===== src/rtl/ctrl_link_pkg.sv =====
// Shared definitions for the analog-controls serial link (ctrl_tx / a_ctrls).
// Sync byte, channel index names, FSM state types and baud divider helper.
package ctrl_link_pkg;

   localparam logic [7:0] SYNC_BYTE = 8'hA5;

   typedef enum logic [2:0] {
      CH_A8,
      CH_A5,
      CH_A4,
      CH_BLEND,
      CH_DELAY,
      CH_FEEDBK,
      CH_GAIN,
      CH_SPARE
   } ch_idx_e;

   typedef enum logic [1:0] {
      PK_IDLE,
      PK_SYNC,
      PK_CH,
      PK_CSUM
   } pkt_state_e;

   typedef enum logic [1:0] {
      BY_IDLE,
      BY_START,
      BY_DATA,
      BY_STOP
   } byte_state_e;

   // Rounded clock cycles per line bit.
   function automatic int div_calc(input int fclk, input int baud);
      return (fclk + baud / 2) / baud;
   endfunction

endpackage


===== src/rtl/ctrl_tx_byte.sv =====
// UART 8N1 byte serializer, each bit held DIV cycles.
// Ports: data/load start a byte (also accepted in the last stop cycle for
// gapless bytes), busy, byte_done = last stop-bit cycle, tx = line.
module ctrl_tx_byte
   import ctrl_link_pkg::*;
#(
   parameter int DIV = 434
) (
   input  logic       clk,
   input  logic       reset,
   input  logic [7:0] data,
   input  logic       load,
   output logic       busy,
   output logic       byte_done,
   output logic       tx
);

   localparam int DW = (DIV > 1) ? $clog2(DIV) : 1;
   localparam logic [DW-1:0] DIV_LAST = DW'(DIV - 1);

   byte_state_e   state_q, state_d;
   logic [DW-1:0] div_q, div_d;
   logic [2:0]    bit_q, bit_d;
   logic [7:0]    sh_q, sh_d;
   logic          tx_q, tx_d;
   logic          bit_end;

   assign bit_end   = (div_q == DIV_LAST);
   assign busy      = (state_q != BY_IDLE);
   assign byte_done = (state_q == BY_STOP) && bit_end;
   assign tx        = tx_q;

   always_comb begin
      state_d = state_q;
      div_d   = div_q;
      bit_d   = bit_q;
      sh_d    = sh_q;
      tx_d    = tx_q;
      if (state_q != BY_IDLE) begin
         div_d = bit_end ? '0 : div_q + 1'b1;
      end
      unique case (state_q)
         BY_IDLE: begin
            tx_d = 1'b1;
            if (load) begin
               state_d = BY_START;
               sh_d    = data;
               tx_d    = 1'b0;
               div_d   = '0;
            end
         end
         BY_START: begin
            if (bit_end) begin
               state_d = BY_DATA;
               bit_d   = '0;
               tx_d    = sh_q[0];
            end
         end
         BY_DATA: begin
            if (bit_end) begin
               sh_d = sh_q >> 1;
               if (bit_q == 3'd7) begin
                  state_d = BY_STOP;
                  tx_d    = 1'b1;
               end else begin
                  bit_d = bit_q + 1'b1;
                  tx_d  = sh_d[0];
               end
            end
         end
         BY_STOP: begin
            if (bit_end) begin
               // Chain straight into the next start bit when offered.
               if (load) begin
                  state_d = BY_START;
                  sh_d    = data;
                  tx_d    = 1'b0;
               end else begin
                  state_d = BY_IDLE;
                  tx_d    = 1'b1;
               end
            end
         end
         default: state_d = BY_IDLE;
      endcase
   end

   always_ff @(posedge clk or posedge reset) begin
      if (reset) begin
         state_q <= BY_IDLE;
         div_q   <= '0;
         bit_q   <= '0;
         sh_q    <= '0;
         tx_q    <= 1'b1;
      end else begin
         state_q <= state_d;
         div_q   <= div_d;
         bit_q   <= bit_d;
         sh_q    <= sh_d;
         tx_q    <= tx_d;
      end
   end

endmodule


===== src/rtl/ctrl_tx.sv =====
// Analog-controls packet transmitter: SYNC, N_CH channel bytes, CSUM.
// Ports: in_ch channel values, go/ready start handshake, done end pulse,
// CTRL_TX serial line (idles high).
module ctrl_tx
   import ctrl_link_pkg::*;
#(
   parameter int          fCLK = 50_000_000,
   parameter int          BAUD = 115_200,
   parameter int          N_CH = 8,
   parameter int          BITS = 8,
   parameter logic [7:0]  SYNC = SYNC_BYTE
) (
   input  logic                 clk,
   input  logic                 reset,
   input  logic [N_CH*BITS-1:0] in_ch,
   input  logic                 go,
   output logic                 ready,
   output logic                 done,
   output logic                 CTRL_TX
);

   localparam int DIV = div_calc(fCLK, BAUD);
   localparam int IW  = (N_CH > 1) ? $clog2(N_CH) : 1;
   localparam logic [IW-1:0] IDX_LAST = IW'(N_CH - 1);

   pkt_state_e           state_q, state_d;
   logic [N_CH*BITS-1:0] shadow_q, shadow_d;
   logic [7:0]           csum_q, csum_d;
   logic [7:0]           csum_in;
   logic [IW-1:0]        idx_q, idx_d;
   logic                 done_q, done_d;
   logic                 load;
   logic [7:0]           byte_data;
   logic                 byte_busy;
   logic                 byte_done;
   logic                 start;

   always_comb begin
      csum_in = '0;
      for (int i = 0; i < N_CH; i++) begin
         csum_in = csum_in + in_ch[i*BITS +: 8];
      end
   end

   // Ready also in the final stop cycle so a held go chains packets gaplessly.
   assign ready = ((state_q == PK_IDLE) && !byte_busy)
                || ((state_q == PK_CSUM) && byte_done);
   assign start = go && ready;
   assign done  = done_q;

   always_comb begin
      state_d   = state_q;
      shadow_d  = shadow_q;
      csum_d    = csum_q;
      idx_d     = idx_q;
      done_d    = 1'b0;
      load      = 1'b0;
      byte_data = SYNC;
      unique case (state_q)
         PK_IDLE: begin
         end
         PK_SYNC: begin
            if (byte_done) begin
               load      = 1'b1;
               byte_data = shadow_q[0 +: 8];
               idx_d     = '0;
               state_d   = PK_CH;
            end
         end
         PK_CH: begin
            if (byte_done) begin
               load = 1'b1;
               if (idx_q == IDX_LAST) begin
                  byte_data = csum_q;
                  state_d   = PK_CSUM;
               end else begin
                  idx_d     = idx_q + 1'b1;
                  byte_data = shadow_q[32'(idx_d)*BITS +: 8];
               end
            end
         end
         PK_CSUM: begin
            if (byte_done) begin
               done_d  = 1'b1;
               state_d = PK_IDLE;
            end
         end
         default: state_d = PK_IDLE;
      endcase
      if (start) begin
         shadow_d  = in_ch;
         csum_d    = csum_in;
         idx_d     = '0;
         load      = 1'b1;
         byte_data = SYNC;
         state_d   = PK_SYNC;
      end
   end

   always_ff @(posedge clk or posedge reset) begin
      if (reset) begin
         state_q  <= PK_IDLE;
         shadow_q <= '0;
         csum_q   <= '0;
         idx_q    <= '0;
         done_q   <= 1'b0;
      end else begin
         state_q  <= state_d;
         shadow_q <= shadow_d;
         csum_q   <= csum_d;
         idx_q    <= idx_d;
         done_q   <= done_d;
      end
   end

   ctrl_tx_byte #(
      .DIV (DIV)
   ) u_byte (
      .clk       (clk),
      .reset     (reset),
      .data      (byte_data),
      .load      (load),
      .busy      (byte_busy),
      .byte_done (byte_done),
      .tx        (CTRL_TX)
   );

endmodule


===== config.mk =====
export PLATFORM = sky130hd
export DESIGN_NAME = ctrl_tx
export DESIGN_NICKNAME = d
export VERILOG_FILES = /design/src/rtl/ctrl_link_pkg.sv /design/src/rtl/ctrl_tx_byte.sv /design/src/rtl/ctrl_tx.sv
export SDC_FILE = /design/constraint.sdc
export NUM_CORES = 1
export LEC_CHECK = 0
export ABC_AREA = 1
export CAP_MARGIN = 30
export CORE_UTILIZATION = 45
export DETAILED_ROUTE_END_ITERATION = 6
export HOLD_SLACK_MARGIN = 0.02
export PLACE_DENSITY_LB_ADDON = 0.05
export SETUP_SLACK_MARGIN = 0.3
export SLEW_MARGIN = 20
export SYNTH_ARGS = -nofsm -noshare
export SYNTH_HDL_FRONTEND = slang
export SYNTH_SLANG_ARGS = --single-unit
export TNS_END_PERCENT = 100

===== constraint.sdc =====
create_clock -name clk -period 3.3 [get_ports clk]
set_input_delay 0.66 -clock clk [delete_from_list [all_inputs] [get_ports clk]]
set_output_delay 0.66 -clock clk [all_outputs]
set_load 0.03 [all_outputs]

==> results of run 1 <==
==> layer usage <==
layer,routed length [um],vias to the layer above
met5,0,-
met4,143,0
met3,469,14
met2,8090,73
met1,7370,2756
li1,-,2888
==> per-stage QoR <==
| step | cells | setup slack [ns] | TNS (ns) |
|---|---|---|---|
| global route | 1174 | -0.542 | -2.00 |
| detailed placement | 1138 | -1.26 | -6.57 |
| finish | 1174 | -0.440 | -1.57 |
| floorplan | 853 | -0.540 | -1.91 |
| CTS | 1170 | -0.406 | -1.71 |
| global placement | 1138 | -1.21 | -6.28 |
==> layout make-up <==
type	instances	area, um2	area share
repair buffers	150	1230	0.145
inverters	142	554	0.0655
clock inverters	4	70.1	0.00828
well taps	184	230	0.0272
multi-input cells	581	3590	0.424
flip-flops and latches	101	2530	0.299
clock buffers	12	256	0.0303
==> report_power, final <==
group | leakage [nW] | switching (mW) | internal, mW | total, mW
Combinational | 2.94 | 0.934 | 1.07 | 2.00
Sequential | 1.37 | 0 | 1.24 | 1.24
Clock | 0.163 | 0.467 | 0.704 | 1.17
Total | 4.47 | 1.40 | 3.01 | 4.41
==> repair_timing <==
action,in CTS,in global routing
resized for setup,123,47
buffers inserted,16,4
endpoints found under the setup margin,7,7
hold buffers,0,0
pin swaps,46,37
==> worst max path at each step <==
| stage | endpoint | depth (start not counted) |
|---|---|---|
| 3_3_place_gp | csum_q[6]$_DFFE_PP0P_ | 15 |
| 3_5_place_dp | csum_q[6]$_DFFE_PP0P_ | 15 |
| 4_1_cts | csum_q[6]$_DFFE_PP0P_ | 15 |
| 5_1_grt | csum_q[6]$_DFFE_PP0P_ | 15 |
| 6_report | csum_q[6]$_DFFE_PP0P_ | 15 |
| 2_1_floorplan | csum_q[6]$_DFFE_PP0P_ | 14 |
==> sequential cells by signal (all words and copies together) (netlist names) <==
signal and flops:
csum_q 8, done 1, idx_q 3, shadow_q 64
state_q 2, u_byte.bit_q 3, u_byte.div_q 9, u_byte.sh_q 8
u_byte.state_q 2, u_byte.tx 1
==> synthesized netlist by cell type <==
cell type,instances
a22o_1,2
o21ai_0,36
nand4_2,1
nand2_2,2
o21ai_1,29
ha_1,22
fa_1,39
xnor2_1,5
nand2_1,275
buf_2,8
o31ai_1,1
clkinv_4,1
xor2_1,2
o211ai_1,7
dfstp_2,1
nor2_4,2
clkinv_1,3
o22ai_1,9
nand3b_1,1
a211oi_1,1
nand2_4,4
dfrtp_1,100
nor2_2,2
clkbuf_2,1
inv_2,4
buf_6,13
o21ai_2,11
nand3_1,44
nor4_1,1
nor2_1,56
clkbuf_1,6
a21oi_1,22
nor3_1,3
nand3_2,3
inv_1,134
buf_4,1
nand4_1,1
==> cells by family (layout without fill, tap and decap cells) <==
logic type | count (synthesis) | count (layout)
AO/OA/AOI/OAI | 118 | 118
XOR/XNOR | 7 | 7
adder cells (fa/ha/maj) | 61 | 61
buffers and inverters | 171 | 308
flip-flops | 101 | 101
AND/OR/NAND/NOR | 395 | 395
==> critical path, stage by stage <==
cell and delay [ns]:
buf_6 0.07, inv_2 0.03, fa_1 0.55, inv_2 0.05, fa_1 0.49, fa_1 0.51, inv_2 0.04, fa_1 0.49
inv_2 0.05, ha_4 0.16, fa_2 0.39, a21oi_4 0.16, o21ai_2 0.07, xnor2_1 0.18, o21ai_1 0.09
==> PnR_summary.wiki, run 1 <==
{| class="wikitable"
! Metric !! Value
|-
| Run status || complete, but fails checks
|-
| Violated checks || setup timing
|-
| Power per unit of standard cell area || 521 nW/um2
|-
| Final net count || 1113
|-
| TritonCTS clock tree || done
|-
| Synth Area in Compound Gates || 0.100
|-
| Detailed-routing iteration count for the pre-antenna-repair pass || 4
|-
| Critical path peak fanout || 2
|-
| Maximum number of buffers from clock root to sink || 2
|-
| Hold slack final || 0.477 ns
|-
| Number of ports placed on the die boundary || 70
|-
| Avg Vias per Cell || 4.88
|-
| Maximum vdd drop || 0.406 mV
|-
| Residual DRC count || 0
|-
| Largest cells by area after synthesis || dfrtp_1 37%, nand2_1 15%, fa_1 12%
|-
| Horiz. Die Dim || 124 um
|-
| Total clock buffers created by CTS || 9
|-
| Category of the critical setup timing path || in -> reg
|-
| Die footprint || 15400 um2
|-
| Final WL || 16100 um
|-
| Placement Cell Area || 7930 um2
|-
| Unique cell type count in the Yosys netlist || 37
|-
| RSZ-0062 raised after global routing || yes
|-
| Worst Reg2Reg Path Length in Cells || 11
|-
| Worst Skew || 0.00598 ns
|-
| Most frequent standard cell in the layout excluding fill and tap cells || nand2_1
|-
| Fill cell total of the finished layout || 1368
|-
| Critical path launch point type || input port
|-
| Chip height || 124 um
|-
| Number of DRC markers after the initial detailed-route iteration || 296
|-
| Critical path required time || 3.52 ns
|-
| Synth-to-Final Area Change || 26.0%
|-
| Root buffer selected by CTS || clkbuf_16
|-
| Static leakage power || 4.47 nW
|-
| End of the worst register-to-register path || u_byte.sh_q[6]$_DFFE_PP0P_
|-
| Largest family of logic cells by synthesized area || simple AND/OR/NAND/NOR gates
|-
| Area leader, netlist || dfrtp_1
|-
| HPWL reported at the end of detailed placement || 11400 um
|-
| Top library cells by usage in the layout, fill and taps aside || 270 x nand2_1, 100 x dfrtp_1, 96 x inv_1, 78 x buf_4, 56 x nor2_1
|-
| Final instance area || 8460 um2
|-
| Core footprint || 14500 um2
|-
| CTS clk-pin slew, worst paths || 0.07 ns
|-
| Number of storage elements in the synthesis netlist || 101
|-
| Detailed-route via count || 5731
|-
| Origin of the critical flop-to-flop path || u_byte.state_q[0]$_DFFE_PP0P_
|-
| Post-route ant nets || 0
|-
| Share of the synthesized area in the top cell type || 0.373
|-
| Crit. End Element || flip-flop
|-
| Max Clock Freq || 0.267 GHz
|-
| Post-synthesis share of cell area spent on and, or, nand and nor gates || 0.243
|-
| Clock net sink count || 101
|-
| Number of antenna violations at the first check in global routing || 0
|-
| Total count of hold-check failures in the final report || 0
|-
| Pin slew with the least headroom to its limit || 0.702 ns
|-
| CTS HTree Levels || 3
|-
| Pin count of the biggest net entering global routing || 102
|-
| Via count of the first global-routing pass || 5688
|-
| Hold WC Path Type || reg -> reg
|-
| Cell count after synthesis || 853
|-
| Cells on Worst Hold Path || 2
|-
| Netlist Area Pre-Place || 6710 um2
|-
| Clock latency on the worst-skew pair || 0.35 ns
|-
| Post-route clock period utilization || 1.13
|-
| Crit path arrival time || 3.96 ns
|-
| Sequential share of the synthesized area || 0.377
|-
| Gpl congestion || 0.801
|-
| Max Cap Violations || 0
|-
| Fraction of synthesized cell area in xor and xnor cells || 0.00913
|-
| Starting density of the core || 0.462
|-
| Number of core rows || 44
|-
| Least setup slack across all paths after layout || -0.440 ns
|-
| Wire per inst || 13.7 um
|-
| Wire length of the first global-routing pass || 26900 um
|-
| Met2 track demand over resource || 0.395
|-
| # setup viols final || 5
|-
| Worst min-delay path endpoint || shadow_q[34]$_DFFE_PP0P_
|-
| Final Slew Violations || 0
|-
| Final core occ || 0.582
|-
| Mean instance size in the synthesized netlist || 7.87 um2
|-
| Adder-cell area share of the yosys netlist || 0.157
|-
| Synth warnings || 0
|-
| Share of final-layout standard cells stronger than drive strength 1 || 0.220
|-
| Number of nets in the synthesized netlist || 981
|-
| Total inserted antenna cells || 0
|-
| GR met3 Demand/Resource || 0.0444
|-
| Global Route Usage Sum || 0.229
|-
| Final total power || 4.41 mW
|-
| Total congestion overflow after global routing || 0
|-
| Grt peak-use layer || met2
|-
| Fin crit period || 3.74 ns
|-
| Multiplexer share of the synthesized area || 0
|-
| Source of the critical timing path || in_ch[34]
|-
| Hold path startpoint || shadow_q[34]$_DFFE_PP0P_
|-
| Max-slew headroom at the worst pin || 0.531
|-
| # port buffers || 69
|-
| Grt met1 use || 0.296
|-
| Worst R2R Setup Slack || 1.10 ns
|}
Note: power is estimated with default switching activity, not from simulation.
==> run 2: changes to the inputs <==
--- a/config.mk
+++ b/config.mk
@@ -7,7 +7,10 @@
 export LEC_CHECK = 0
 export ABC_AREA = 1
 export CAP_MARGIN = 30
-export CORE_UTILIZATION = 45
+export CELL_PAD_IN_SITES_DETAIL_PLACEMENT = 1
+export CELL_PAD_IN_SITES_GLOBAL_PLACEMENT = 1
+export CORE_MARGIN = 3
+export CORE_UTILIZATION = 39
 export DETAILED_ROUTE_END_ITERATION = 6
 export HOLD_SLACK_MARGIN = 0.02
 export PLACE_DENSITY_LB_ADDON = 0.05
==> run 2 against run 1 <==
Against the previous run: the flow still finishes with violations (setup timing); register-to-register slack lost 0.31 ns; clock skew rose by 0.0053 ns; first-iteration DRC count fell by 14%; die area up 22%; fmax down 1.9%; final area up 6.9%; routed wire length increased by 43%; final cell count is 7.8% higher; clock-buffer cell count did not move; combinational power is 7% higher; non-clock buffer count increased by 56; clock power decreased by 5%.
==> PnR_summary.wiki, run 2 (synthesis gave the netlist of run 1 again) <==
{| class="wikitable"
! Metric !! Value
|-
| Psw || 1.54 mW
|-
| Post-cts hold buffer count || 0
|-
| Root buffer selected by CTS || clkbuf_16
|-
| Power per unit of standard cell area || 496 nW/um2
|-
| Number of ports placed on the die boundary || 70
|-
| Synth-to-Final Area Change || 34.7%
|-
| Max-slew headroom at the worst pin || 0.515
|-
| Number of core rows || 47
|-
| Max Cap Violations || 0
|-
| Post-placement cell count || 1171
|-
| Total congestion overflow after global routing || 0
|-
| Pin slew with the least headroom to its limit || 0.726 ns
|-
| Fin crit period || 3.81 ns
|-
| TritonCTS clock tree || done
|-
| Core footprint || 16700 um2
|-
| Final WL || 23000 um
|-
| CTS clk-pin slew, worst paths || 0.07 ns
|-
| Switching share of total power || 0.344
|-
| Hold WC Path Type || reg -> reg
|-
| Total clock buffers created by CTS || 9
|-
| Crit. End Element || flip-flop
|-
| Die footprint || 18800 um2
|-
| Maximum number of buffers from clock root to sink || 2
|-
| Number of antenna violations at the first check in global routing || 0
|-
| Critical path required time || 3.58 ns
|-
| Number of buffers and inverters on the critical path || 29
|-
| Most frequent standard cell in the layout excluding fill and tap cells || nand2_1
|-
| Share of final-layout standard cells stronger than drive strength 1 || 0.264
|-
| # port buffers || 69
|-
| Largest reg by FF count || shadow_q
|-
| Residual DRC count || 0
|-
| Final Slew Violations || 0
|-
| Total count of hold-check failures in the final report || 0
|-
| # setup viols final || 7
|-
| HPWL reported at the end of detailed placement || 14200 um
|-
| Critical path's slowest cell || buf_4
|-
| Post-route insts no fill || 1266
|-
| Least setup slack across all paths after layout || -0.514 ns
|-
| Run status || complete, but fails checks
|-
| Detailed-route via count || 6292
|-
| Total inserted antenna cells || 0
|-
| Global Route Usage Sum || 0.254
|-
| Crit path arrival time || 4.09 ns
|-
| Int Pwr || 2.94 mW
|-
| Critical path peak fanout || 2
|-
| Avg Vias per Cell || 4.97
|-
| Starting density of the core || 0.402
|-
| Top library cells by usage in the layout, fill and taps aside || 267 x nand2_1, 115 x buf_4, 100 x dfrtp_1, 96 x inv_1, 56 x nor2_1
|-
| Final net count || 1169
|-
| Pin count of the biggest net entering global routing || 102
|-
| Detailed-routing iteration count for the pre-antenna-repair pass || 5
|-
| Pre-CTS setup slack || -1.32 ns
|-
| Sequential Power Share || 0.276
|-
| CTS HTree Levels || 3
|-
| Via count of the first global-routing pass || 7063
|-
| Post-route clock period utilization || 1.16
|-
| Setup TNS || -2.81 ns
|-
| Worst Skew || 0.0113 ns
|-
| RSZ-0062 raised after global routing || yes
|-
| Max reg flops || 64
|-
| Maximum vdd drop || 0.278 mV
|-
| Combinational Power Share || 0.477
|-
| Wire length of the first global-routing pass || 36700 um
|-
| Max Clock Freq || 0.262 GHz
|-
| Chip height || 137 um
|-
| Cell family with the largest share of critical-path delay || buffers and inverters
|-
| Clock latency on the worst-skew pair || 0.36 ns
|-
| Clock power frac || 0.248
|-
| Category of the critical setup timing path || in -> reg
|-
| Violated checks || setup timing
|-
| Critical path launch point type || input port
|-
| Most repeated library cell on the critical path || buf_4
|-
| Crit path largest cell delay || 0.13 ns
|-
| Horiz. Die Dim || 137 um
|-
| Number of DRC markers after the initial detailed-route iteration || 254
|-
| Gpl congestion || 0.816
|-
| Registers with the highest flip-flop counts || shadow_q (64), u_byte.div_q (9)
|-
| Fill cell total of the finished layout || 2048
|-
| Clock net sink count || 101
|-
| Post-route ant nets || 0
|-
| Static leakage power || 4.76 nW
|-
| Wire per inst || 18.1 um
|}
run 2: cell types whose count changed in the layout (fill, tap and decap cells not counted), sizes merged:
cell           before  now
buf                97  155
clkbuf             23   16
dlygate4sd2         8   12
clkdlybuf4s15       0    2
bufinv              2    1
clkdlybuf4s50      28   27
clkinvlp            1    2
run 2: power groups by stage:
stage / registers (mW) / logic (mW) / clock network (mW)
global route: 1.24 / 2.34 / 1.18
global placement: 1.26 / 1.34 / 0
finish: 1.24 / 2.14 / 1.11
floorplan: 1.26 / 0.898 / 0
CTS: 1.24 / 1.97 / 1.13
detailed placement: 1.26 / 1.41 / 0
run 2: timing repair:
| item | 4_1_cts | 5_1_grt |
|---|---|---|
| cloned | 0 | 0 |
| pin swaps | 54 | 41 |
| setup buffers | 73 | 6 |
| setup endpoints to repair | 7 | 9 |
| resized for setup | 153 | 43 |
run 2: metal layers:
metal  vias up  track usage  part of all wire
met5         -            0                 0
met3        46       0.0343             0.026
met2       112        0.477              0.54
met1      3135        0.295              0.41
li1       2999            -                 -
met4         0       0.0915             0.027
run 2: worst min-delay path, stage by stage, from the launching register on:
cell and delay (ns):
dfrtp_1 0.35, nand2_1 0.05, nand2_1 0.05
run 2: final cells by class:
type                            instances  area (um2)  area share
Inverter                              142         564      0.0624
Tap cell                              220         275      0.0305
Clock inverter                          4        47.5     0.00526
Timing Repair Buffer                  206        1780       0.197
Sequential cell                       101        2530       0.280
Multi-Input combinational cell        581        3600       0.398
Clock buffer                           12         246      0.0273
run 2: final timing paths:
kind / slack (ns) / end / from / depth (start not counted)
setup / recovery: -0.51 / shadow_q[12]$_DFFE_PP0P_ / in_ch[12] / 30
hold / removal: 0.48 / u_byte.sh_q[0]$_DFFE_PP0P_ / u_byte.sh_q[0]$_DFFE_PP0P_ / 2
setup reg to reg: 0.79 / u_byte.sh_q[4]$_DFFE_PP0P_ / idx_q[0]$_DFFE_PP0P_ / 8
hold reg to reg: 0.48 / u_byte.sh_q[0]$_DFFE_PP0P_ / u_byte.sh_q[0]$_DFFE_PP0P_ / 2
max in group asynchronous: 2.04 / shadow_q[35]$_DFFE_PP0P_ / reset / 3
min in group asynchronous: 0.78 / shadow_q[38]$_DFFE_PP0P_ / reset / 3
run 2: metrics by stage:
| stage | area, um2 | utilization | hold slack [ns] | power (mW) |
|---|---|---|---|---|
| floorplan | 6760 | - | 0.442 | 2.16 |
| CTS | 8900 | 0.533 | 0.483 | 4.33 |
| finish | 9040 | 0.541 | 0.483 | 4.48 |
| global route | 9040 | 0.541 | 0.502 | 4.76 |
| global placement | 7960 | 0.476 | 0.455 | 2.60 |
| detailed placement | 7960 | 0.476 | 0.466 | 2.67 |
